<file path="config.mk">
export PLATFORM = sky130hd
export DESIGN_NAME = lsu_store_buffer
export DESIGN_NICKNAME = d
export VERILOG_FILES = /design/src/rtl/lsu_store_buffer.sv
export SDC_FILE = /design/constraint.sdc
export NUM_CORES = 1
export LEC_CHECK = 0
export CORE_MARGIN = 5
export CORE_UTILIZATION = 30
export CTS_BUF_LIST = sky130_fd_sc_hd__clkbuf_4 sky130_fd_sc_hd__clkbuf_8
export DETAILED_ROUTE_END_ITERATION = 8
export GPL_TIMING_DRIVEN = 0
export SLEW_MARGIN = 25
export SYNTH_ARGS = -nofsm -noshare
export SYNTH_HDL_FRONTEND = slang
export SYNTH_SLANG_ARGS = --single-unit
export TNS_END_PERCENT = 20
</file>
<file path="constraint.sdc">
create_clock -name clk -period 18.13 [get_ports clk]
set_input_delay 3.626 -clock clk [delete_from_list [all_inputs] [get_ports clk]]
set_output_delay 3.626 -clock clk [all_outputs]
set_load 0.01 [all_outputs]
</file>
<file path="src/rtl/lsu_store_buffer.sv">
// ---------------------------------------------------------------------------
// lsu_store_buffer
//   Word store buffer between the exu store/load path and the dccm write port.
//   Stores are queued in a circular FIFO, drained to the dccm in order, and
//   forwarded to loads that hit a buffered word address (youngest wins).
//
// Ports
//   clk, rst_n           core clock, asynchronous active-low reset
//   st_valid/st_ready    store handshake; st_addr (byte addr), st_data (word)
//   ld_valid, ld_addr    load lookup; ld_hit, ld_data forwarded result
//   drain_en             drain permitted this cycle
//   dccm_wen/waddr/wdata head-entry write to the dccm (combinational)
//   sb_empty, sb_count   occupancy status
// ---------------------------------------------------------------------------
module lsu_store_buffer #(
  parameter int unsigned XLEN  = 32,
  parameter int unsigned DEPTH = 4
) (
  input  logic                     clk,
  input  logic                     rst_n,
  input  logic                     st_valid,
  input  logic [XLEN-1:0]          st_addr,
  input  logic [XLEN-1:0]          st_data,
  output logic                     st_ready,
  input  logic                     ld_valid,
  input  logic [XLEN-1:0]          ld_addr,
  output logic                     ld_hit,
  output logic [XLEN-1:0]          ld_data,
  input  logic                     drain_en,
  output logic                     dccm_wen,
  output logic [XLEN-1:0]          dccm_waddr,
  output logic [XLEN-1:0]          dccm_wdata,
  output logic                     sb_empty,
  output logic [$clog2(DEPTH):0]   sb_count
);

  localparam int unsigned PTR_W = $clog2(DEPTH);
  localparam int unsigned CNT_W = PTR_W + 1;
  localparam int unsigned AW    = XLEN - 2;

  // Entry storage: word address and data; only the valid bits are reset.
  logic [AW-1:0]    r_addr [DEPTH];
  logic [XLEN-1:0]  r_data [DEPTH];
  logic [DEPTH-1:0] r_valid;
  logic [PTR_W-1:0] r_wr_ptr;
  logic [PTR_W-1:0] r_rd_ptr;
  logic [CNT_W-1:0] r_count;

  logic             w_push;
  logic             w_pop;
  logic [AW-1:0]    w_ld_word;
  logic [PTR_W-1:0] w_idx;
  logic             w_hit;
  logic [XLEN-1:0]  w_fwd;

  // Handshake and drain strobes; a full buffer refuses stores even while draining.
  assign st_ready   = (r_count != CNT_W'(DEPTH));
  assign w_push     = st_valid & st_ready;
  assign dccm_wen   = drain_en & (r_count != '0);
  assign w_pop      = dccm_wen;
  assign dccm_waddr = {r_addr[r_rd_ptr], 2'b00};
  assign dccm_wdata = r_data[r_rd_ptr];
  assign sb_empty   = (r_count == '0);
  assign sb_count   = r_count;

  // Entry payload write; payload needs no reset because valid bits gate use.
  always_ff @(posedge clk) begin
    if (w_push) begin
      r_addr[r_wr_ptr] <= st_addr[XLEN-1:2];
      r_data[r_wr_ptr] <= st_data;
    end
  end

  // Pointers, occupancy and valid bits.
  always_ff @(posedge clk or negedge rst_n) begin
    if (!rst_n) begin
      r_wr_ptr <= '0;
      r_rd_ptr <= '0;
      r_count  <= '0;
      r_valid  <= '0;
    end else begin
      if (w_push) begin
        r_wr_ptr           <= r_wr_ptr + PTR_W'(1);
        r_valid[r_wr_ptr]  <= 1'b1;
      end
      // Push never targets the head slot while it is popped: push needs
      // non-full and pop needs non-empty, so wr_ptr != rd_ptr here.
      if (w_pop) begin
        r_rd_ptr           <= r_rd_ptr + PTR_W'(1);
        r_valid[r_rd_ptr]  <= 1'b0;
      end
      case ({w_push, w_pop})
        2'b10:   r_count <= r_count + CNT_W'(1);
        2'b01:   r_count <= r_count - CNT_W'(1);
        default: r_count <= r_count;
      endcase
    end
  end

  // Load forwarding: scan oldest to youngest so the youngest match wins.
  // Uses registered entries only, so a same-cycle store is never forwarded,
  // while the entry being drained this cycle still participates.
  always_comb begin
    w_hit     = 1'b0;
    w_fwd     = '0;
    w_idx     = '0;
    w_ld_word = ld_addr[XLEN-1:2];
    for (int i = 0; i < int'(DEPTH); i++) begin
      w_idx = r_rd_ptr + PTR_W'(i);
      if (ld_valid && r_valid[w_idx] && (r_addr[w_idx] == w_ld_word)) begin
        w_hit = 1'b1;
        w_fwd = r_data[w_idx];
      end
    end
  end

  assign ld_hit  = w_hit;
  assign ld_data = w_fwd;

endmodule

</file>
==> impl_metrics.ini <==
[timing]
finClkSkew_ns = 0.0324
hold_viol = 0
relSlewSlack_pct = 33.1
max_freq_mhz = 83.1
tightestPinTransition_ns = 0.995
min_period_over_period_pct = 66.4
fin_crit_ns = 12.03
rsz0062_at_grt = no
whs_ns = 0.527
drv_slew = 0
finalSetupViolations = 0
setup_tns_ns = 0
fin_ws_ns = 6.10

[clock_network]
cts_inserted_buffers = 46
cts_hold_buf = 0
cts_tree = yes
cts_sinks = 259
post_cts_resized = 0
clock_latency_ns = 0.64
cts_setup_buffers = 0
htreeDepth = 2
cts-root-buf = clkbuf_8
cts_buffer_depth = 3
clk_pin_slew_worst_paths_ns = 0.06

[routing]
detail-route-antenna-nets = 0
drt_first_pass_iters = 6
viasPerCell = 5.98
wl_mm = 69.0
drc = 0
wl_per_cell_um = 29.4
vias = 14000
drt_iter0_markers = 1811

[setup_path]
end_kind = primary output
cp_max_fo = 11
crit_buf_inv = 11
startpoint_type = register
crit_start = r_rd_ptr[0]
critical_path.max_stage_delay_ns = 0.61
r2r_cells = 16
r2r-start = r_rd_ptr[0]
required_ns = 14.50
r2r_end = r_rd_ptr[1]
crit_path_end = ld_data[29]
crit_type = reg -> out
cpMaxStageDelayCell = buf_1
cpLargestDelayFamily = buffers and inverters
crit_top_cell = buf_2
critPathArrivalTime_ns = 8.40
crit_cells = 20
crit_chain = buf_6, inv_1, buf_1, buf_1, buf_4, clkbuf_2, ha_1, buf_2, buf_2, buf_2, mux4_2, xnor2_1, nand4_1, nor4_1, nand3_1, or4_4, clkbuf_1, o21ai_1, o22a_1, clkdlybuf4s50_1
reg2reg_slack_ns = 11.81

[floorplanning]
dieArea_sq_um = 65700
dieWidth_um = 256
fp-row-count = 90
die_y_um = 256
initial_core_util_pct = 30.2
pin_count = 204
coreArea_sq_um = 60200

[global_route]
grt_pass1_wl_mm = 99.5
grt_pass1_vias = 13800
antenna_found_initial = 8
grt-ovfl-total = 0
track_usage_pct = 20.2
grt_max_degree = 35

[synthesis]
synth_top_cell_by_area = edfxtp_1
synth.avg_cell_area_sq_um = 14.1
synth.area.top_cells = edfxtp_1, mux4_2, mux2i_1, xnor2_1, mux4_1
ys_warn_count = 0
syn_area_sq_um = 18200
syn-instance-count = 1295
yosysSeqAreaShare_pct = 42.4
synth-async-reset-ratio_pct = 4.25
ys_types = 65
synth_edf_count = 248
synth_common_cells = edfxtp_1, mux4_2, mux2i_1, inv_1, xnor2_1
synthFlopType = edfxtp_1
synth.most_common_cell = edfxtp_1
ys_ff_latch = 259
netlist.area_leader.share_pct = 40.9

[outcome]
status = finished clean

[power]
p_int_mw = 2.26
pwr-share-clk_pct = 14.2
ir_drop_uv = 69.2
seqPwrFrac_pct = 22.6
power_frac_comb_pct = 63.2
leakagePower_nw = 7.48
p_per_area_nw_per_um2 = 180
p_switching_mw = 1.71
netSwitchingFraction_pct = 43.2

[worst_hold_path]
min_path_type = reg -> reg
worstHoldStart = sb_count[2]

[final_layout]
syn_to_final_growth_pct = 21.0
drive_gt1_share_pct = 23.8
finalNetCount = 1637
post-route-util_pct = 36.6

[place]
gp_congestion = 0.969
numPortBuffers = 177
dp.final_hpwl_mm = 49.1
dp_slack_ns = 6.69

[flow_run]
drv_cap = 0
-- cell families after synthesis --
family,Yosys count,share of synthesized area (%)
AO/OA/AOI/OAI,239,9.46
XOR/XNOR,96,4.62
adder cells (fa/ha/maj),10,0.729
buffers and inverters,207,5.95
flip-flops,259,42.4
multiplexers,326,32.4
other,1,0.0206
AND/OR/NAND/NOR,157,4.35
-- routing by layer --
| layer | up-vias | wire [um] | track usage [%] |
|---|---|---|---|
| met4 | 8 | 2720 | 7.30 |
| met2 | 866 | 32100 | 31.9 |
| met5 | - | 48 | 0 |
| met3 | 144 | 5940 | 4.22 |
| met1 | 7263 | 28200 | 27.7 |
| li1 | 5760 | - | - |
-- per-stage QoR --
| stage | instances | total power, mW | cell area [sq um] |
|---|---|---|---|
| after floorplan | 1296 | 2.50 | 18200 |
| after global placement | 2255 | 3.38 | 21000 |
| after detailed placement | 2260 | 3.38 | 21100 |
| after CTS | 2343 | 3.96 | 22000 |
| after global routing | 2345 | 4.13 | 22000 |
| final | 2347 | 3.97 | 22000 |
-- cell type report --
cell class,instances,area [sq um]
clock buffer,60,738
buffer,129,791
timing repair buffer,182,1880
sequential,259,7720
fill,5752,38200
tap,782,978
inverter,78,293
antenna,4,10.0
clock inverter,23,190
multi-input combinational,830,9420
-- power by group through the flow --
stage	sequential, mW	combinational, mW	clock (mW)
finish	0.898	2.51	0.565
global route	0.910	2.61	0.605
CTS	0.893	2.49	0.580
detailed placement	0.902	2.48	0
global placement	0.911	2.47	0
floorplan	0.876	1.62	0
-- flip-flops by register name, summed over array words and instances (netlist names) --
name,cells
r_data,128
r_valid,4
r_rd_ptr,2
sb_count,3
r_addr,120
r_wr_ptr,2
-- cells in the final DEF (no fill, tap or decap), types with 5 or more instances in the layout --
| cell | count |
|---|---|
| o2111ai_1 | 37 |
| clkinv_1 | 13 |
| o221ai_1 | 9 |
| buf_1 | 8 |
| o21ai_0 | 21 |
| edfxtp_1 | 248 |
| a221oi_1 | 6 |
| nor4_1 | 5 |
| a2111oi_0 | 5 |
| buf_4 | 15 |
| o22a_1 | 33 |
| nand3_1 | 41 |
| buf_2 | 43 |
| a22oi_1 | 6 |
| buf_6 | 16 |
| clkdlybuf4s50_1 | 177 |
| mux4_2 | 185 |
| o22ai_1 | 8 |
| inv_1 | 78 |
| xnor2_1 | 60 |
| nand2_1 | 17 |
| mux2i_1 | 109 |
| xor2_1 | 36 |
| o2bb2ai_1 | 5 |
| a2bb2oi_1 | 5 |
| dfrtp_1 | 11 |
| nor2_1 | 54 |
| mux2_2 | 13 |
| mux4_1 | 18 |
| nand4_1 | 8 |
| a211oi_1 | 7 |
| clkbuf_8 | 46 |
| clkbuf_1 | 41 |
| a21oi_1 | 49 |
| ha_1 | 9 |
| clkbuf_4 | 14 |
| o21ai_1 | 27 |
-- worst min-delay path by stage --
stage	endpoint	slack [ns]	cells past startpoint
floorplan	r_valid[3]	0.54	1
detailed placement	sb_count[2]	0.52	1
global placement	sb_count[2]	0.52	1
finish	sb_count[2]	0.53	1
global route	sb_count[2]	0.55	1
CTS	sb_count[2]	0.53	1
Note: power is estimated with default switching activity, not from simulation.
